## config.mk

```make
export PLATFORM = sky130hd
export DESIGN_NAME = alu_mdu_control_flat
export DESIGN_NICKNAME = d
export VERILOG_FILES = /design/src/rtl/alu_mdu_control_pkg.sv /design/src/rtl/alu_mdu_control_if.sv /design/src/rtl/alu_mdu_control_mdu_iter.sv /design/src/rtl/alu_mdu_control.sv /design/src/flat_wrapper.sv
export SDC_FILE = /design/constraint.sdc
export NUM_CORES = 1
export LEC_CHECK = 0
export CAP_MARGIN = 20
export CORE_MARGIN = 1.5
export CORE_UTILIZATION = 60
export CTS_CLUSTER_DIAMETER = 80
export DETAILED_ROUTE_END_ITERATION = 6
export PLACE_DENSITY = 0.91
export SYNTH_ARGS = -nofsm -noshare
export SYNTH_HDL_FRONTEND = slang
export SYNTH_SLANG_ARGS = --single-unit
export TNS_END_PERCENT = 5
```

## constraint.sdc

```tcl
create_clock -name clk -period 7 [get_ports clk]
set_clock_uncertainty 0.1 [all_clocks]
set_input_delay 1.4 -clock clk [delete_from_list [all_inputs] [get_ports clk]]
set_output_delay 1.4 -clock clk [all_outputs]
set_load 0.05 [all_outputs]
```

## src/rtl/alu_mdu_control_pkg.sv

```systemverilog
// Shared types for the ALU selector decode and the iterative multiply/divide unit.
package alu_ctrl_pkg;

    typedef enum logic [2:0] {
        OP_PASS = 3'b000, OP_ADD = 3'b001, OP_SUB = 3'b010, OP_AND = 3'b011,
        OP_OR   = 3'b100, OP_NOR = 3'b101, OP_XOR = 3'b110, OP_SLT = 3'b111
    } opsel_t;

    typedef enum logic [2:0] {
        ULA_PC4  = 3'b000, ULA_BRANCH = 3'b001, ULA_RTYPE = 3'b010, ULA_ANDI = 3'b011,
        ULA_XORI = 3'b100, ULA_ORI    = 3'b101, ULA_SLTI  = 3'b110, ULA_PASS = 3'b111
    } ula_op_t;

    typedef enum logic [1:0] {IDLE, CALC, FIX, DONE} mdu_state_t;

    localparam logic [5:0] F_ADD  = 6'h20, F_ADDU  = 6'h21, F_SUB = 6'h22, F_SUBU = 6'h23;
    localparam logic [5:0] F_AND  = 6'h24, F_OR    = 6'h25, F_XOR = 6'h26, F_NOR  = 6'h27;
    localparam logic [5:0] F_SLT  = 6'h2A, F_SLTU  = 6'h2B;
    localparam logic [5:0] F_MULT = 6'h18, F_MULTU = 6'h19, F_DIV = 6'h1A, F_DIVU = 6'h1B;

    function automatic logic is_mdu_funct(input logic [5:0] f);
        return (f == F_MULT) || (f == F_MULTU) || (f == F_DIV) || (f == F_DIVU);
    endfunction

    function automatic opsel_t decode_sel(input logic [2:0] ula_op, input logic [5:0] funct);
        opsel_t s;
        s = OP_ADD;
        case (ula_op_t'(ula_op))
            ULA_PC4:    s = OP_ADD;
            ULA_BRANCH: s = OP_SUB;
            ULA_ANDI:   s = OP_AND;
            ULA_XORI:   s = OP_XOR;
            ULA_ORI:    s = OP_OR;
            ULA_SLTI:   s = OP_SLT;
            ULA_PASS:   s = OP_PASS;
            ULA_RTYPE: begin
                case (funct)
                    F_ADD, F_ADDU: s = OP_ADD;
                    F_SUB, F_SUBU: s = OP_SUB;
                    F_AND:         s = OP_AND;
                    F_OR:          s = OP_OR;
                    F_XOR:         s = OP_XOR;
                    F_NOR:         s = OP_NOR;
                    F_SLT, F_SLTU: s = OP_SLT;
                    default:       s = OP_ADD;
                endcase
            end
            default:    s = OP_ADD;
        endcase
        return s;
    endfunction

endpackage

```

## src/rtl/alu_mdu_control_if.sv

```systemverilog
// Control/operand bus between the main control FSM, register file and the ALU/MDU control block.
interface alu_mdu_control_if #(
    parameter int WIDTH   = 32,
    parameter int OPSEL_W = 3
);
    logic [2:0]         ula_op;
    logic [5:0]         funct;
    logic               start;
    logic [WIDTH-1:0]   a;
    logic [WIDTH-1:0]   b;
    logic [OPSEL_W-1:0] ula_op_selector;
    logic               md_busy;
    logic               md_done;
    logic [WIDTH-1:0]   hi;
    logic [WIDTH-1:0]   lo;
    logic               div_by_zero;

    modport master (
        output ula_op, funct, start, a, b,
        input  ula_op_selector, md_busy, md_done, hi, lo, div_by_zero
    );

    modport slave (
        input  ula_op, funct, start, a, b,
        output ula_op_selector, md_busy, md_done, hi, lo, div_by_zero
    );
endinterface

```

## src/rtl/alu_mdu_control_mdu_iter.sv

```systemverilog
// One-bit-per-cycle unsigned multiply (shift-add) / divide (restoring) datapath on operand magnitudes.
module mdu_iter #(
    parameter int WIDTH = 32
) (
    input  logic             clk,
    input  logic             reset,
    input  logic             i_load,
    input  logic             i_step,
    input  logic             i_is_div,
    input  logic [WIDTH-1:0] i_ma,
    input  logic [WIDTH-1:0] i_mb,
    output logic [WIDTH-1:0] o_hi,
    output logic [WIDTH-1:0] o_lo,
    output logic             o_last
);
    localparam int CW = $clog2(WIDTH);

    logic [WIDTH-1:0] r_hi, r_lo, r_m;
    logic [CW-1:0]    r_cnt;
    logic             r_div;
    logic [WIDTH-1:0] w_addend;
    logic [WIDTH:0]   w_sum, w_shift, w_trial;

    // mult: r_lo holds the multiplier and shifts out LSB-first; div: r_lo holds the dividend, becomes the quotient
    assign w_addend = r_lo[0] ? r_m : {WIDTH{1'b0}};
    assign w_sum    = {1'b0, r_hi} + {1'b0, w_addend};
    assign w_shift  = {r_hi, r_lo[WIDTH-1]};
    assign w_trial  = w_shift - {1'b0, r_m};

    always_ff @(posedge clk) begin
        if (reset) begin
            r_hi  <= '0;
            r_lo  <= '0;
            r_m   <= '0;
            r_cnt <= '0;
            r_div <= 1'b0;
        end else if (i_load) begin
            r_div <= i_is_div;
            r_m   <= i_is_div ? i_mb : i_ma;
            r_lo  <= i_is_div ? i_ma : i_mb;
            r_hi  <= '0;
            r_cnt <= '0;
        end else if (i_step) begin
            r_cnt <= r_cnt + 1'b1;
            if (!r_div) begin
                r_hi <= w_sum[WIDTH:1];
                r_lo <= {w_sum[0], r_lo[WIDTH-1:1]};
            end else if (!w_trial[WIDTH]) begin
                r_hi <= w_trial[WIDTH-1:0];
                r_lo <= {r_lo[WIDTH-2:0], 1'b1};
            end else begin
                r_hi <= w_shift[WIDTH-1:0];
                r_lo <= {r_lo[WIDTH-2:0], 1'b0};
            end
        end
    end

    assign o_hi   = r_hi;
    assign o_lo   = r_lo;
    assign o_last = (r_cnt == CW'(WIDTH - 1));
endmodule

```

## src/rtl/alu_mdu_control.sv

```systemverilog
// ALU selector decode plus the mult/div handshake FSM, sign fix-up and HI/LO registers.
module alu_mdu_control
    import alu_ctrl_pkg::*;
#(
    parameter int WIDTH   = 32,
    parameter int OPSEL_W = 3,
    parameter int REG_OUT = 1
) (
    input logic               clk,
    input logic               reset,
    alu_mdu_control_if.slave  bus
);
    mdu_state_t       r_state;
    logic             r_busy, r_done, r_dz, r_zero, r_is_div, r_neg_p, r_neg_r;
    logic [WIDTH-1:0] r_hi, r_lo;

    logic             w_signed, w_is_div, w_a_neg, w_b_neg, w_b_zero, w_accept, w_step, w_last;
    logic [WIDTH-1:0] w_ma, w_mb, w_it_hi, w_it_lo, w_fix_hi, w_fix_lo;
    logic [2*WIDTH-1:0] w_prod;
    opsel_t           w_sel;

    assign w_sel = decode_sel(bus.ula_op, bus.funct);

    generate
        if (REG_OUT != 0) begin : g_sel_reg
            opsel_t r_sel;
            always_ff @(posedge clk) begin
                if (reset) r_sel <= OP_PASS;
                else       r_sel <= w_sel;
            end
            assign bus.ula_op_selector = OPSEL_W'(r_sel);
        end else begin : g_sel_comb
            assign bus.ula_op_selector = OPSEL_W'(w_sel);
        end
    endgenerate

    // funct[0]=0 selects the signed variant, funct[1]=1 selects divide
    assign w_signed = ~bus.funct[0];
    assign w_is_div = bus.funct[1];
    assign w_a_neg  = w_signed & bus.a[WIDTH-1];
    assign w_b_neg  = w_signed & bus.b[WIDTH-1];
    assign w_ma     = w_a_neg ? -bus.a : bus.a;
    assign w_mb     = w_b_neg ? -bus.b : bus.b;
    assign w_b_zero = (bus.b == '0);
    assign w_accept = bus.start && (bus.ula_op == ULA_RTYPE) && is_mdu_funct(bus.funct) && !r_busy;
    assign w_step   = (r_state == CALC);

    mdu_iter #(.WIDTH(WIDTH)) u_iter (
        .clk      (clk),
        .reset    (reset),
        .i_load   (w_accept),
        .i_step   (w_step),
        .i_is_div (w_is_div),
        .i_ma     (w_ma),
        .i_mb     (w_mb),
        .o_hi     (w_it_hi),
        .o_lo     (w_it_lo),
        .o_last   (w_last)
    );

    assign w_prod = r_neg_p ? -{w_it_hi, w_it_lo} : {w_it_hi, w_it_lo};

    // On divide-by-zero the datapath never stepped, so its lo register still holds |a|
    always_comb begin
        w_fix_hi = w_prod[2*WIDTH-1:WIDTH];
        w_fix_lo = w_prod[WIDTH-1:0];
        if (r_zero) begin
            w_fix_hi = r_neg_r ? -w_it_lo : w_it_lo;
            w_fix_lo = '1;
        end else if (r_is_div) begin
            w_fix_hi = r_neg_r ? -w_it_hi : w_it_hi;
            w_fix_lo = r_neg_p ? -w_it_lo : w_it_lo;
        end
    end

    always_ff @(posedge clk) begin
        if (reset) begin
            r_state  <= IDLE;
            r_busy   <= 1'b0;
            r_done   <= 1'b0;
            r_dz     <= 1'b0;
            r_zero   <= 1'b0;
            r_is_div <= 1'b0;
            r_neg_p  <= 1'b0;
            r_neg_r  <= 1'b0;
            r_hi     <= '0;
            r_lo     <= '0;
        end else begin
            r_done <= 1'b0;
            case (r_state)
                CALC: if (w_last) r_state <= FIX;
                FIX: begin
                    r_state <= DONE;
                    r_busy  <= 1'b0;
                    r_done  <= 1'b1;
                    r_hi    <= w_fix_hi;
                    r_lo    <= w_fix_lo;
                    r_dz    <= r_zero;
                end
                default: begin
                    r_state <= IDLE;
                    if (w_accept) begin
                        r_state  <= (w_is_div && w_b_zero) ? FIX : CALC;
                        r_busy   <= 1'b1;
                        r_dz     <= 1'b0;
                        r_zero   <= w_is_div && w_b_zero;
                        r_is_div <= w_is_div;
                        r_neg_p  <= w_a_neg ^ w_b_neg;
                        r_neg_r  <= w_a_neg;
                    end
                end
            endcase
        end
    end

    assign bus.md_busy     = r_busy;
    assign bus.md_done     = r_done;
    assign bus.hi          = r_hi;
    assign bus.lo          = r_lo;
    assign bus.div_by_zero = r_dz;
endmodule

```

## src/flat_wrapper.sv

```systemverilog
// flat-port wrapper written by rule: the top's interface ports become plain ports
module alu_mdu_control_flat import alu_ctrl_pkg::*;
#(
    parameter int WIDTH   = 32,
    parameter int OPSEL_W = 3,
    parameter int REG_OUT = 1
)
  (clk, reset, bus_ula_op, bus_funct, bus_start, bus_a, bus_b, bus_ula_op_selector, bus_md_busy, bus_md_done, bus_hi, bus_lo, bus_div_by_zero);
  alu_mdu_control_if #(.WIDTH(WIDTH), .OPSEL_W(OPSEL_W)) bus_i ();
  input logic clk;
  input logic reset;
  input wire logic [$bits(bus_i.ula_op)-1:0] bus_ula_op;
  input wire logic [$bits(bus_i.funct)-1:0] bus_funct;
  input wire logic [$bits(bus_i.start)-1:0] bus_start;
  input wire logic [$bits(bus_i.a)-1:0] bus_a;
  input wire logic [$bits(bus_i.b)-1:0] bus_b;
  output wire logic [$bits(bus_i.ula_op_selector)-1:0] bus_ula_op_selector;
  output wire logic [$bits(bus_i.md_busy)-1:0] bus_md_busy;
  output wire logic [$bits(bus_i.md_done)-1:0] bus_md_done;
  output wire logic [$bits(bus_i.hi)-1:0] bus_hi;
  output wire logic [$bits(bus_i.lo)-1:0] bus_lo;
  output wire logic [$bits(bus_i.div_by_zero)-1:0] bus_div_by_zero;
  assign bus_i.ula_op = bus_ula_op;
  assign bus_i.funct = bus_funct;
  assign bus_i.start = bus_start;
  assign bus_i.a = bus_a;
  assign bus_i.b = bus_b;
  assign bus_ula_op_selector = bus_i.ula_op_selector;
  assign bus_md_busy = bus_i.md_busy;
  assign bus_md_done = bus_i.md_done;
  assign bus_hi = bus_i.hi;
  assign bus_lo = bus_i.lo;
  assign bus_div_by_zero = bus_i.div_by_zero;
  alu_mdu_control #(.WIDTH(WIDTH), .OPSEL_W(OPSEL_W), .REG_OUT(REG_OUT)) u_core (.clk(clk), .reset(reset), .bus(bus_i));
endmodule
```

==> results_dict.tcl <==
set metrics [dict create \
    status "finished, violations left" \
    violations "DRC" \
    max_freq_ghz 0.2201 \
    slew_violations 0 \
    n_antenna_cell 0 \
    reg2reg_slack_ns 2.50 \
    grt_pass1_vias 14660 \
    min_to "u_core.bus.hi[23]" \
    vias 16310 \
    ys_async_sr_fraction 0 \
    yosys.cell_types.count 79 \
    ff_latch_area_um2 3565 \
    grt_pass1_wl_mm 79.38 \
    crit_type "in -> reg" \
    drcViolationCount 7 \
    rsz0062_at_grt "false" \
    die_h_um 161.9 \
    ant_nets 0 \
    netlist.top_cell.by_area "dfxtp_1" \
    netlist_instances 2079 \
    finalSetupViolCount 0 \
    worst_setup_path_end_kind "register" \
    synth_seq_cells 178 \
    cts_inserted_buffers 17 \
    cts.repair.resized 0 \
    worst_slew_pin_slew_ns 1.093 \
    syn-cell-area_um2 15150 \
    syn-num-nets 2229 \
    clockBufferDepth 2 \
    synthTopCellsByArea "dfxtp_1 24%, xor2_1 6.5%, a21oi_1 6.4%, ha_1 5.9%, nor2_1 5.8%" \
    area_growth_pct 12.88 \
    ios 146 \
    drt_first_pass_iters 7 \
    final-hold-violation-count 0 \
    crit_required_ns 7.21 \
    num_rows 57 \
    hold_buffers 0 \
    port_buffers 145 \
    clock_latency_ns 0.45 \
    cts_tree "done" \
    worstHoldPathType "reg -> reg" \
    drt_wl_total_mm 50.93 \
    r2r_cells 13 \
    clock-root-buffer "clkbuf_16" \
    timing.rr.start "u_core.u_iter.o_lo[31]" \
    r2r-end "u_core.u_iter.o_hi[3]" \
    p_leak_uw 0.006457 \
    core_um2 24530 \
    slew_headroom 0.2717 \
    grt_usage 0.3806 \
    min_path_cells 2 \
    dieArea_um2 26210 \
    grt_start_max_net_pins 107 \
    syn_area_per_cell_um2 7.285 \
    post_drt_wl_per_cell_um 20.87 \
    layoutNonFillerInstCount 2441 \
    post_cts_buffers 0 \
    die_x_um 161.9 \
    cts.sinks 178 \
    synth_top_area_share 0.2353 \
    fin_tns_setup_ns 0 \
    initial_core_util 0.6174 \
    post-route-min-period_ns 4.544 \
    p_per_area_nw_per_um2 138.8 \
    start_kind "input port" \
    yosys_warnings 0 \
    hold_path_startpoint "u_core.bus.hi[23]" \
    place_inst 2408 \
    hold_slack_ns 0.3426 \
    gp_congestion 1.030 \
    drt_iter0_drc 2324 \
    seq_area_frac_synth 0.2353 \
    cts_htree_levels 4 \
    routed_via_density 6.683 \
    path_max_fanout 5 \
    synth_edf_count 0 \
    cap_viol_max_count 0 \
    path_clk_slew_ns 0.07 \
    nNetsFinal 2254 \
    synth_top_flop_cell "dfxtp_1" \
    hpwl_mm 37.80 \
    drive_gt1_frac 0.03732 \
    fillCellCount 1995 \
    finalCritPeriodShare 0.6492 \
    ir_drop_v 0.0001048 \
    antenna_found_initial 0 \
    multi_input_area_um2 10760 \
    overflow 0 \
    arrival_ns 4.75 \
]
## critical path, stage by stage
cell and delay [ns]:
clkdlybuf4s50_1 0.48, or4_1 0.67, nor4_1 0.57, and3_1 0.30, nand2_1 0.12, nor4_1 0.73, o221ai_1 0.28, o21ai_0 0.14
nor2_1 0.06
## through the flow
stage / power [uW] / area [um2] / setup WS, ns / util
after floorplan: 1292 / 15150 / 3.189 / -
after global placement: 1419 / 16520 / 2.367 / 0.6733
after detailed placement: 1426 / 16520 / 2.282 / 0.6733
after CTS: 2359 / 17090 / 2.597 / 0.6966
after global routing: 2443 / 17100 / 2.238 / 0.6969
final: 2374 / 17100 / 2.456 / 0.6969
## where the power goes
group,internal (uW),leakage (uW),switching [uW],total [uW]
clock network,475,0.000279,482,957
logic,148,0.00474,241,389
registers,1020,0.00144,9.05,1030
## kinds of logic after synthesis
kind of cell	synth area share
DFF	0.2353
adders and majority gates	0.06212
AOI/OAI and AO/OA	0.2755
and+or+nand+nor	0.2106
xor gates and xnor gates	0.1191
buffers and inverters	0.05551
muxes	0.04188
## layout by cell type, fill, tap and decap left out, drive strengths merged, types with 24 or more instances in the layout
cell	n
nor2	237
nand2	223
a21oi	193
dfxtp	178
clkdlybuf4s50	143
o21ai	118
xor2	113
xnor2	93
o211ai	87
a211oi	75
ha	72
inv	71
mux2i	60
nor3	43
nand2b	28
o31ai	26
or3	26
nand3	24
a21o	24
## routing by layer
| metal | up-vias | routed length, um | part of all wire | global-route usage |
|---|---|---|---|---|
| li1 | 7529 | - | - | - |
| met1 | 7522 | 20140 | 0.40 | 0.5164 |
| met2 | 1086 | 21830 | 0.43 | 0.5714 |
| met3 | 177 | 6168 | 0.12 | 0.07252 |
| met4 | 0 | 2794 | 0.055 | 0.2023 |
| met5 | - | 0 | 0 | 0 |
## worst max path at each step
stage / startpoint / endpoint / slack, ns / cells after the start
detailed placement: bus_a[16] / u_core.u_iter.o_lo[30] / 2.28 / 10
global placement: bus_b[10] / u_core.r_state[0] / 2.37 / 9
finish: bus_b[10] / u_core.r_state[0] / 2.46 / 9
CTS: bus_b[10] / u_core.r_state[0] / 2.60 / 9
floorplan: bus_a[16] / u_core.u_iter.o_lo[30] / 3.19 / 9
global route: u_core.u_iter.o_lo[0] / u_core.u_iter.o_hi[31] / 2.24 / 13
## sequential cells by signal (all words and copies together) (netlist names)
name / flops
u_core.bus.hi: 32
u_core.bus.lo: 32
u_core.u_iter.o_hi: 32
u_core.u_iter.o_lo: 32
u_core.u_iter.r_m: 32
u_core.u_iter.r_cnt: 5
u_core.bus.ula_op_selector: 3
u_core.r_state: 2
u_core.bus.div_by_zero: 1
u_core.bus.md_busy: 1
u_core.bus.md_done: 1
u_core.r_is_div: 1
u_core.r_neg_p: 1
u_core.r_neg_r: 1
u_core.r_zero: 1
u_core.u_iter.r_div: 1
## final cells by class
class,count,share of cell area
Sequential cell,178,0.2085
Clock inverter,14,0.008197
Tap cell,324,0.02371
Timing Repair Buffer,160,0.09104
Multi-Input combinational cell,1684,0.6296
Clock buffer,18,0.02510
Inverter,63,0.01383
## cell usage after synthesis, types with 4 or more instances
| library cell | instances |
|---|---|
| a41oi_1 | 6 |
| nand2b_1 | 28 |
| or4_1 | 15 |
| inv_1 | 62 |
| o41ai_1 | 7 |
| or2_2 | 7 |
| nor2b_1 | 12 |
| or3_1 | 25 |
| xor2_1 | 113 |
| o21bai_1 | 10 |
| mux2i_1 | 60 |
| o21a_1 | 10 |
| nor4_1 | 15 |
| dfxtp_1 | 178 |
| nand3_1 | 24 |
| a211o_1 | 4 |
| a31oi_1 | 20 |
| clkbuf_1 | 134 |
| a221oi_1 | 5 |
| o211ai_1 | 87 |
| buf_1 | 11 |
| a22o_1 | 4 |
| a21boi_0 | 6 |
| nor4b_1 | 4 |
| nand2_1 | 223 |
| o21ai_0 | 117 |
| xnor2_1 | 93 |
| buf_2 | 6 |
| a31o_2 | 5 |
| o22ai_1 | 14 |
| nand4_1 | 9 |
| and3_1 | 16 |
| nor2_1 | 236 |
| ha_1 | 72 |
| and2_1 | 12 |
| nor3_1 | 43 |
| a211oi_1 | 74 |
| a311oi_1 | 7 |
| o31ai_1 | 26 |
| a2111oi_0 | 4 |
| a21o_1 | 24 |
| a21oi_1 | 193 |
| o221ai_1 | 6 |
(Power assumes the default switching activity.)
